File: config.mk
export PLATFORM = sky130hd
export DESIGN_NAME = uart_rx_frame
export DESIGN_NICKNAME = d
export VERILOG_FILES = /design/src/rtl/uart_pkg.sv /design/src/rtl/rx_bps_module.sv /design/src/rtl/uart_rx_frame.sv
export SDC_FILE = /design/constraint.sdc
export NUM_CORES = 1
export LEC_CHECK = 0
export BUFFER_PORTS_ARGS = -buffer_cell sky130_fd_sc_hd__buf_2
export CORE_AREA = 2 2 162 164
export CTS_BUF_LIST = sky130_fd_sc_hd__clkbuf_16
export CTS_CLUSTER_SIZE = 28
export DETAILED_ROUTE_END_ITERATION = 10
export DIE_AREA = 0 0 164 166
export PLACE_DENSITY = 0.8
export SYNTH_ARGS = -nofsm -noshare
export SYNTH_HDL_FRONTEND = slang
export SYNTH_SLANG_ARGS = --single-unit
File: constraint.sdc
create_clock -name clk -period 2.94 [get_ports clk]
set_input_delay 0.588 -clock clk [delete_from_list [all_inputs] [get_ports clk]]
set_output_delay 0.588 -clock clk [all_outputs]
set_load 0.01 [all_outputs]
File: src/rtl/uart_pkg.sv
// ============================================================================
// uart_pkg : shared types and constants for the multi-byte UART receiver
// Revision : 1.0
// ============================================================================
`default_nettype none

package uart_pkg;

  typedef enum logic [2:0] {
    IDLE      = 3'd0,
    START     = 3'd1,
    DATA      = 3'd2,
    STOP      = 3'd3,
    GAP       = 3'd4,
    WAIT_HIGH = 3'd5
  } rx_state_t;

  localparam logic [1:0] ERR_FRAMING = 2'b01;
  localparam logic [1:0] ERR_TIMEOUT = 2'b10;

  localparam int DEFAULT_CLKS_PER_BIT = 5208;
  localparam int MAX_BYTES            = 16;

  // Index of the final byte of a message: 0 and 1 both mean one byte, >16 clamps.
  function automatic logic [3:0] last_idx(input logic [4:0] len);
    if (len <= 5'd1) begin
      return 4'd0;
    end else if (len >= 5'(MAX_BYTES)) begin
      return 4'(MAX_BYTES - 1);
    end else begin
      return 4'(len - 5'd1);
    end
  endfunction

endpackage

`default_nettype wire

File: src/rtl/rx_bps_module.sv
// ============================================================================
// rx_bps_module : bit-period counter producing a one-cycle sample tick
// Revision      : 1.0
// ============================================================================
`default_nettype none

module rx_bps_module #(
  parameter int CLKS_PER_BIT = 5208
) (
  input  logic clk,
  input  logic rst_n,
  input  logic i_en,
  input  logic i_half_load,
  output logic o_sample_tick
);

  localparam int            c_cw   = (CLKS_PER_BIT > 1) ? $clog2(CLKS_PER_BIT) : 1;
  localparam logic [c_cw-1:0] c_last = c_cw'(CLKS_PER_BIT - 1);
  // Preloading to the half point makes the first tick land mid start bit.
  localparam logic [c_cw-1:0] c_half = c_cw'(CLKS_PER_BIT / 2 - 1);

  logic [c_cw-1:0] r_cnt;
  logic            w_tick;

  assign w_tick        = i_en && (r_cnt == c_last);
  assign o_sample_tick = w_tick;

  always_ff @(posedge clk or negedge rst_n) begin
    if (!rst_n) begin
      r_cnt <= '0;
    end else if (i_half_load) begin
      r_cnt <= c_half;
    end else if (!i_en || w_tick) begin
      r_cnt <= '0;
    end else begin
      r_cnt <= r_cnt + 1'b1;
    end
  end

endmodule

`default_nettype wire

File: src/rtl/uart_rx_frame.sv
// ============================================================================
// uart_rx_frame : UART receiver assembling up to 16 bytes (MSB byte first)
//                 into one 128-bit message with done/error pulses
// Revision      : 1.0
// ============================================================================
`default_nettype none

module uart_rx_frame
  import uart_pkg::*;
#(
  parameter int CLKS_PER_BIT = DEFAULT_CLKS_PER_BIT,
  parameter int TIMEOUT_BITS = 20
) (
  input  logic         clk,
  input  logic         rst_n,
  input  logic         i_rx_pin_in,
  input  logic [4:0]   i_len,
  output logic [127:0] o_rx_data,
  output logic         o_rx_done,
  output logic         o_rx_busy,
  output logic         o_rx_err,
  output logic [1:0]   o_err_code
);

  localparam int c_tw = $clog2(TIMEOUT_BITS + 1);

  logic           r_sync1;
  logic           r_sync2;
  logic           w_rxs;
  rx_state_t      r_state;
  rx_state_t      w_next;
  logic [3:0]     r_byte_idx;
  logic [3:0]     r_last_idx;
  logic [2:0]     r_bit_idx;
  logic [7:0]     r_byte;
  logic [127:0]   r_shreg;
  logic [127:0]   w_shreg_next;
  logic [127:0]   r_rx_data;
  logic           r_done;
  logic           r_busy;
  logic           r_err;
  logic [1:0]     r_err_code;
  logic [c_tw-1:0] r_to_bits;

  logic           w_bit_tick;
  logic           w_to_tick;
  logic           w_bps_en;
  logic           w_to_run;
  logic           w_timeout;
  logic           w_last_byte;
  logic [3:0]     w_pos;
  logic           w_half_load;
  logic           w_first_start;
  logic           w_shift;
  logic           w_store;
  logic           w_done;
  logic           w_err;
  logic [1:0]     w_err_code_n;

  always_ff @(posedge clk or negedge rst_n) begin
    if (!rst_n) begin
      r_sync1 <= 1'b1;
      r_sync2 <= 1'b1;
    end else begin
      r_sync1 <= i_rx_pin_in;
      r_sync2 <= r_sync1;
    end
  end

  assign w_rxs       = r_sync2;
  assign w_bps_en    = (r_state == START) || (r_state == DATA) || (r_state == STOP);
  // The gap timer keeps running through a false start seen between bytes.
  assign w_to_run    = (r_state == GAP) || ((r_state == START) && (r_byte_idx != 4'd0));
  assign w_timeout   = (r_to_bits == c_tw'(TIMEOUT_BITS));
  assign w_last_byte = (r_byte_idx == r_last_idx);
  assign w_pos       = r_last_idx - r_byte_idx;

  rx_bps_module #(.CLKS_PER_BIT(CLKS_PER_BIT)) u_bit_bps (
    .clk          (clk),
    .rst_n        (rst_n),
    .i_en         (w_bps_en),
    .i_half_load  (w_half_load),
    .o_sample_tick(w_bit_tick)
  );

  rx_bps_module #(.CLKS_PER_BIT(CLKS_PER_BIT)) u_gap_bps (
    .clk          (clk),
    .rst_n        (rst_n),
    .i_en         (w_to_run),
    .i_half_load  (1'b0),
    .o_sample_tick(w_to_tick)
  );

  always_ff @(posedge clk or negedge rst_n) begin
    if (!rst_n) begin
      r_state <= IDLE;
    end else begin
      r_state <= w_next;
    end
  end

  always_comb begin
    w_next        = r_state;
    w_half_load   = 1'b0;
    w_first_start = 1'b0;
    w_shift       = 1'b0;
    w_store       = 1'b0;
    w_done        = 1'b0;
    w_err         = 1'b0;
    w_err_code_n  = ERR_FRAMING;
    case (r_state)
      IDLE: begin
        if (!w_rxs) begin
          w_next      = START;
          w_half_load = 1'b1;
        end
      end
      START: begin
        if (w_bit_tick) begin
          if (w_rxs) begin
            w_next = (r_byte_idx != 4'd0) ? GAP : IDLE;
          end else begin
            w_next        = DATA;
            w_first_start = (r_byte_idx == 4'd0);
          end
        end
      end
      DATA: begin
        if (w_bit_tick) begin
          w_shift = 1'b1;
          if (r_bit_idx == 3'd7) begin
            w_next = STOP;
          end
        end
      end
      STOP: begin
        if (w_bit_tick) begin
          if (w_rxs) begin
            w_store = 1'b1;
            if (w_last_byte) begin
              w_done = 1'b1;
              w_next = IDLE;
            end else begin
              w_next = GAP;
            end
          end else begin
            w_err        = 1'b1;
            w_err_code_n = ERR_FRAMING;
            w_next       = WAIT_HIGH;
          end
        end
      end
      GAP: begin
        if (!w_rxs) begin
          w_next      = START;
          w_half_load = 1'b1;
        end else if (w_timeout) begin
          w_err        = 1'b1;
          w_err_code_n = ERR_TIMEOUT;
          w_next       = IDLE;
        end
      end
      WAIT_HIGH: begin
        if (w_rxs) begin
          w_next = IDLE;
        end
      end
      default: begin
        w_next = IDLE;
      end
    endcase
  end

  always_comb begin
    w_shreg_next = r_shreg;
    if (w_store) begin
      w_shreg_next[{w_pos, 3'b000} +: 8] = r_byte;
    end
  end

  always_ff @(posedge clk or negedge rst_n) begin
    if (!rst_n) begin
      r_byte_idx <= 4'd0;
      r_last_idx <= 4'd0;
      r_bit_idx  <= 3'd0;
      r_byte     <= 8'd0;
      r_shreg    <= '0;
      r_rx_data  <= '0;
      r_done     <= 1'b0;
      r_busy     <= 1'b0;
      r_err      <= 1'b0;
      r_err_code <= 2'b00;
      r_to_bits  <= '0;
    end else begin
      r_done  <= w_done;
      r_err   <= w_err;
      r_shreg <= w_shreg_next;
      if (w_err) begin
        r_err_code <= w_err_code_n;
      end
      if (w_first_start) begin
        r_shreg    <= '0;
        r_last_idx <= last_idx(i_len);
        r_busy     <= 1'b1;
      end
      if (w_shift) begin
        r_byte    <= {w_rxs, r_byte[7:1]};
        r_bit_idx <= r_bit_idx + 1'b1;
      end
      if (w_store) begin
        r_byte_idx <= r_byte_idx + 1'b1;
      end
      if (w_done) begin
        r_rx_data  <= w_shreg_next;
        r_busy     <= 1'b0;
        r_byte_idx <= 4'd0;
      end
      if (w_err) begin
        r_busy     <= 1'b0;
        r_byte_idx <= 4'd0;
      end
      if (!w_to_run) begin
        r_to_bits <= '0;
      end else if (w_to_tick && !w_timeout) begin
        r_to_bits <= r_to_bits + 1'b1;
      end
    end
  end

  assign o_rx_data  = r_rx_data;
  assign o_rx_done  = r_done;
  assign o_rx_busy  = r_busy;
  assign o_rx_err   = r_err;
  assign o_err_code = r_err_code;

endmodule

`default_nettype wire

==> impl_results.md <==
* Status: finished, violations left
* Failing checks: negative setup slack
* Mapped Area at about 13000 um^2
* Fin worst setup slack at -0.0446 ns
* Avg Cell Area, Syn at about 11 um^2
* First-pass GRT wire length at just over 50000 um
* Ant diodes at 0
* Max-cap violations at 0
* Via count at 9701
* Vias in the first global route at ~9500
* Die W at about 160 um
* Seq pwr share at between 50% and 60%
* Clk Latency, worst-skew pair at 0.57 ns
* Antenna violations before repair at 1
* Worst-path maximum fanout at 14
* Post-DP Area at 14500 um^2
* CP endpoint kind: register
* Iteration-0 DRC Markers at 892
* Count leader, synth: dfrtp_1
* Max Root-Sink Buffers at 3
* Row count at 59
* Critical path arrival at between 3 and 4 ns
* Fmax at roughly 340 MHz
* Post-synthesis cell type count at 62
* CTS Buf Count at 31
* Vias/cell at between 5 and 6
* Switch share at about a fifth
* Initial Util at 51.7%
* #FFs+latches synth at ~320
* Remaining global-route overflow at 0
* WHS at between 0.01 and 0.015 ns
* Drt first pass iters at 5
* Hold Fails Final Rpt at 0
* Tcrit/Tclk final at 102%
* Clock sink total at 316
* Routed WL at roughly 32000 um
* Final max-slew violation count at 0
* Fin nets at about 1400
* Hpwl dp at 20500 um
* Top Family by Delay on Critical Path: adder cells
* Final core occ at between 60% and 70%
* P_leak at about 8.6 nW
* Post-synth ARST share at between 90% and 100%
* Post-DRT Antenna Nets at 0
* Net Switching at about 0.0017 W
* Fin area at ~16000 um^2
* Internal power at between 0.006 and 0.007 W
* I/O Pins at 141
* Dpl ws at -0.0154 ns
* Post-Syn Instances at roughly 1200
* TritonCTS clock tree: built
* # setup viols final at 11
* PortBufs at 140
* CP bufs+invs at 5
* Post-Syn Nets at 1236
* Die height at 166 um
* Number of flops mapped to enable cells by yosys at 0
* Drt wl/cell at 18.5 um
* Worst path most repeated cell: inv_1
* Die area at 27200 um^2
* Layout cells sized above 1 at between 20% and 30%
* Post-synthesis sequential area ratio at between 50% and 60%
* Core ar. at between 20000 and 30000 um^2
* Main synth FF type: dfrtp_1
* RSZ-0062 raised after global routing: yes
* Largest net degree at the start of global routing at slightly below 90
* Clock transition at path regs at roughly 0.060 ns
* Clk root buf: clkbuf_16
* Hold crit path type: in -> async
* CP required at 3.37 ns
* Critical-path cell list: inv_1 > ha_2 > inv_1 > fa_2 > inv_1 > ha_4 > xnor2_2 > nor4_2 > buf_4 > nand3_1 > buf_4 > a22oi_1 > nor2_1
* GRT Util Overall at 23.2%
* Worst slew pin tran at about 0.74 ns
* CP max stage cell: fa_2
* Max-slew headroom at the worst pin at 51.0%
* CP Launch Type: register
* Ys Warns at 0
* Synth area leader: dfrtp_1
* Power consumption at 0.00809 W
* Synth top area share at between 50% and 60%
* Routability Congestion at a little over 0.9
* Peak VDD IR at 462 uV
* Critical path class: reg -> reg
* Max incr delay on CP at 0.54 ns
* Pwr Density at between 500 and 600 nW/um^2
* Synth-to-Final Area Change at 19.3%
* H-tree levels at 1
* Comb power frac at 1.4%
* Tmin final at slightly below 3 ns
* Clk pwr share at ~45%
* Fin Clk Skew at 0.0224 ns
* Synth cell count leaders: dfrtp_1 (314), nor2_1 (197), nand2_1 (117)
* Synth area leaders: dfrtp_1 (59%), mux2i_1 (7.3%), nor2_1 (5.6%), nand2_1 (3.3%), a22o_1 (3.3%)
* DRC violations left at 0
-- final cells by class --
class / instances / area (um^2)
Fill cell: 1949 / 9810
Sequential cell: 316 / 7910
Multi-Input combinational cell: 811 / 5310
Timing Repair Buffer: 188 / 1180
Clock buffer: 31 / 776
Tap cell: 335 / 419
Clock inverter: 24 / 145
Inverter: 17 / 63.8
-- layer usage --
layer | GRT usage [%] | share of wire, %
met1 | 32.8 | 43
met2 | 37.6 | 49
met3 | 3.10 | 5.8
met4 | 7.17 | 2.6
met5 | 0 | 0
-- power by group through the flow --
stage                     Clock [W]  Combinational (W)  Sequential, W
after floorplan                   0          0.0000110        0.00443
after global placement            0           0.000118        0.00443
after detailed placement          0           0.000121        0.00443
after CTS                   0.00368           0.000121        0.00435
after global routing        0.00387           0.000135        0.00435
final                       0.00363           0.000114        0.00435
-- per-stage QoR --
stage,TNS (ns),std cells
2_1_floorplan,0,1209
6_report,-0.261,1722
5_1_grt,-3.05,1722
3_3_place_gp,0,1661
3_5_place_dp,-0.0398,1661
4_1_cts,-1.01,1716
-- what timing repair did --
action | 4_1_cts | 5_1_grt
hold buffers | 0 | 0
setup buffers | 0 | 5
cloned | 0 | 1
setup endpoints to repair | 49 | 223
pin swaps | 1 | 5
resized for setup | 7 | 54
-- sequential cells by signal (all words and copies together), names as in the netlist --
| signal | flops |
|---|---|
| o_rx_data | 128 |
| u_bit_bps.r_cnt | 13 |
| r_state | 3 |
| o_rx_busy | 1 |
| o_rx_done | 1 |
| r_sync2 | 1 |
| o_rx_err | 1 |
| r_shreg | 128 |
| r_sync1 | 1 |
| r_byte_idx | 4 |
| r_to_bits | 5 |
| r_last_idx | 4 |
| o_err_code | 2 |
| r_byte | 8 |
| u_gap_bps.r_cnt | 13 |
| r_bit_idx | 3 |
-- path summary, 6_finish.rpt --
check / endpoint / slack [ns] / startpoint / depth (start not counted)
max in group asynchronous: o_rx_data[95] / 2.04 / rst_n / 2
worst min-delay path: u_gap_bps.r_cnt[3] / 0.01 / rst_n / 1
worst max-delay path: r_shreg[125] / -0.04 / r_last_idx[0] / 13
worst min register to register: r_sync2 / 0.36 / r_sync1 / 0
min in group clk: r_sync1 / 0.15 / i_rx_pin_in / 1
worst max register to register: r_shreg[125] / -0.04 / r_last_idx[0] / 13
-- cell usage in the layout (no fill, tap or decap), types with 9 or more instances in the layout --
master,netlist,final
nor2_1,197,192
mux2i_1,96,85
a22o_1,50,50
nand4_1,11,11
o21ai_1,9,10
clkinv_2,0,10
xnor2_1,14,11
dfrtp_1,314,314
nand2_1,117,117
xor2_1,19,18
buf_2,8,140
mux2_2,10,10
ha_1,18,14
a21oi_1,67,67
and3_1,16,14
buf_4,1,37
buf_12,0,9
and2_1,23,23
nand3_1,46,45
inv_1,16,22
clkbuf_16,0,31
o21ai_0,37,35
-- cell families after synthesis --
family	synth area share (%)
flip-flops	59.7
XOR/XNOR	2.52
multiplexers	8.10
buffers and inverters	2.48
AO/OA/AOI/OAI	9.01
adder cells (fa/ha/maj)	1.85
AND/OR/NAND/NOR	16.4
(Power assumes the default switching activity.)
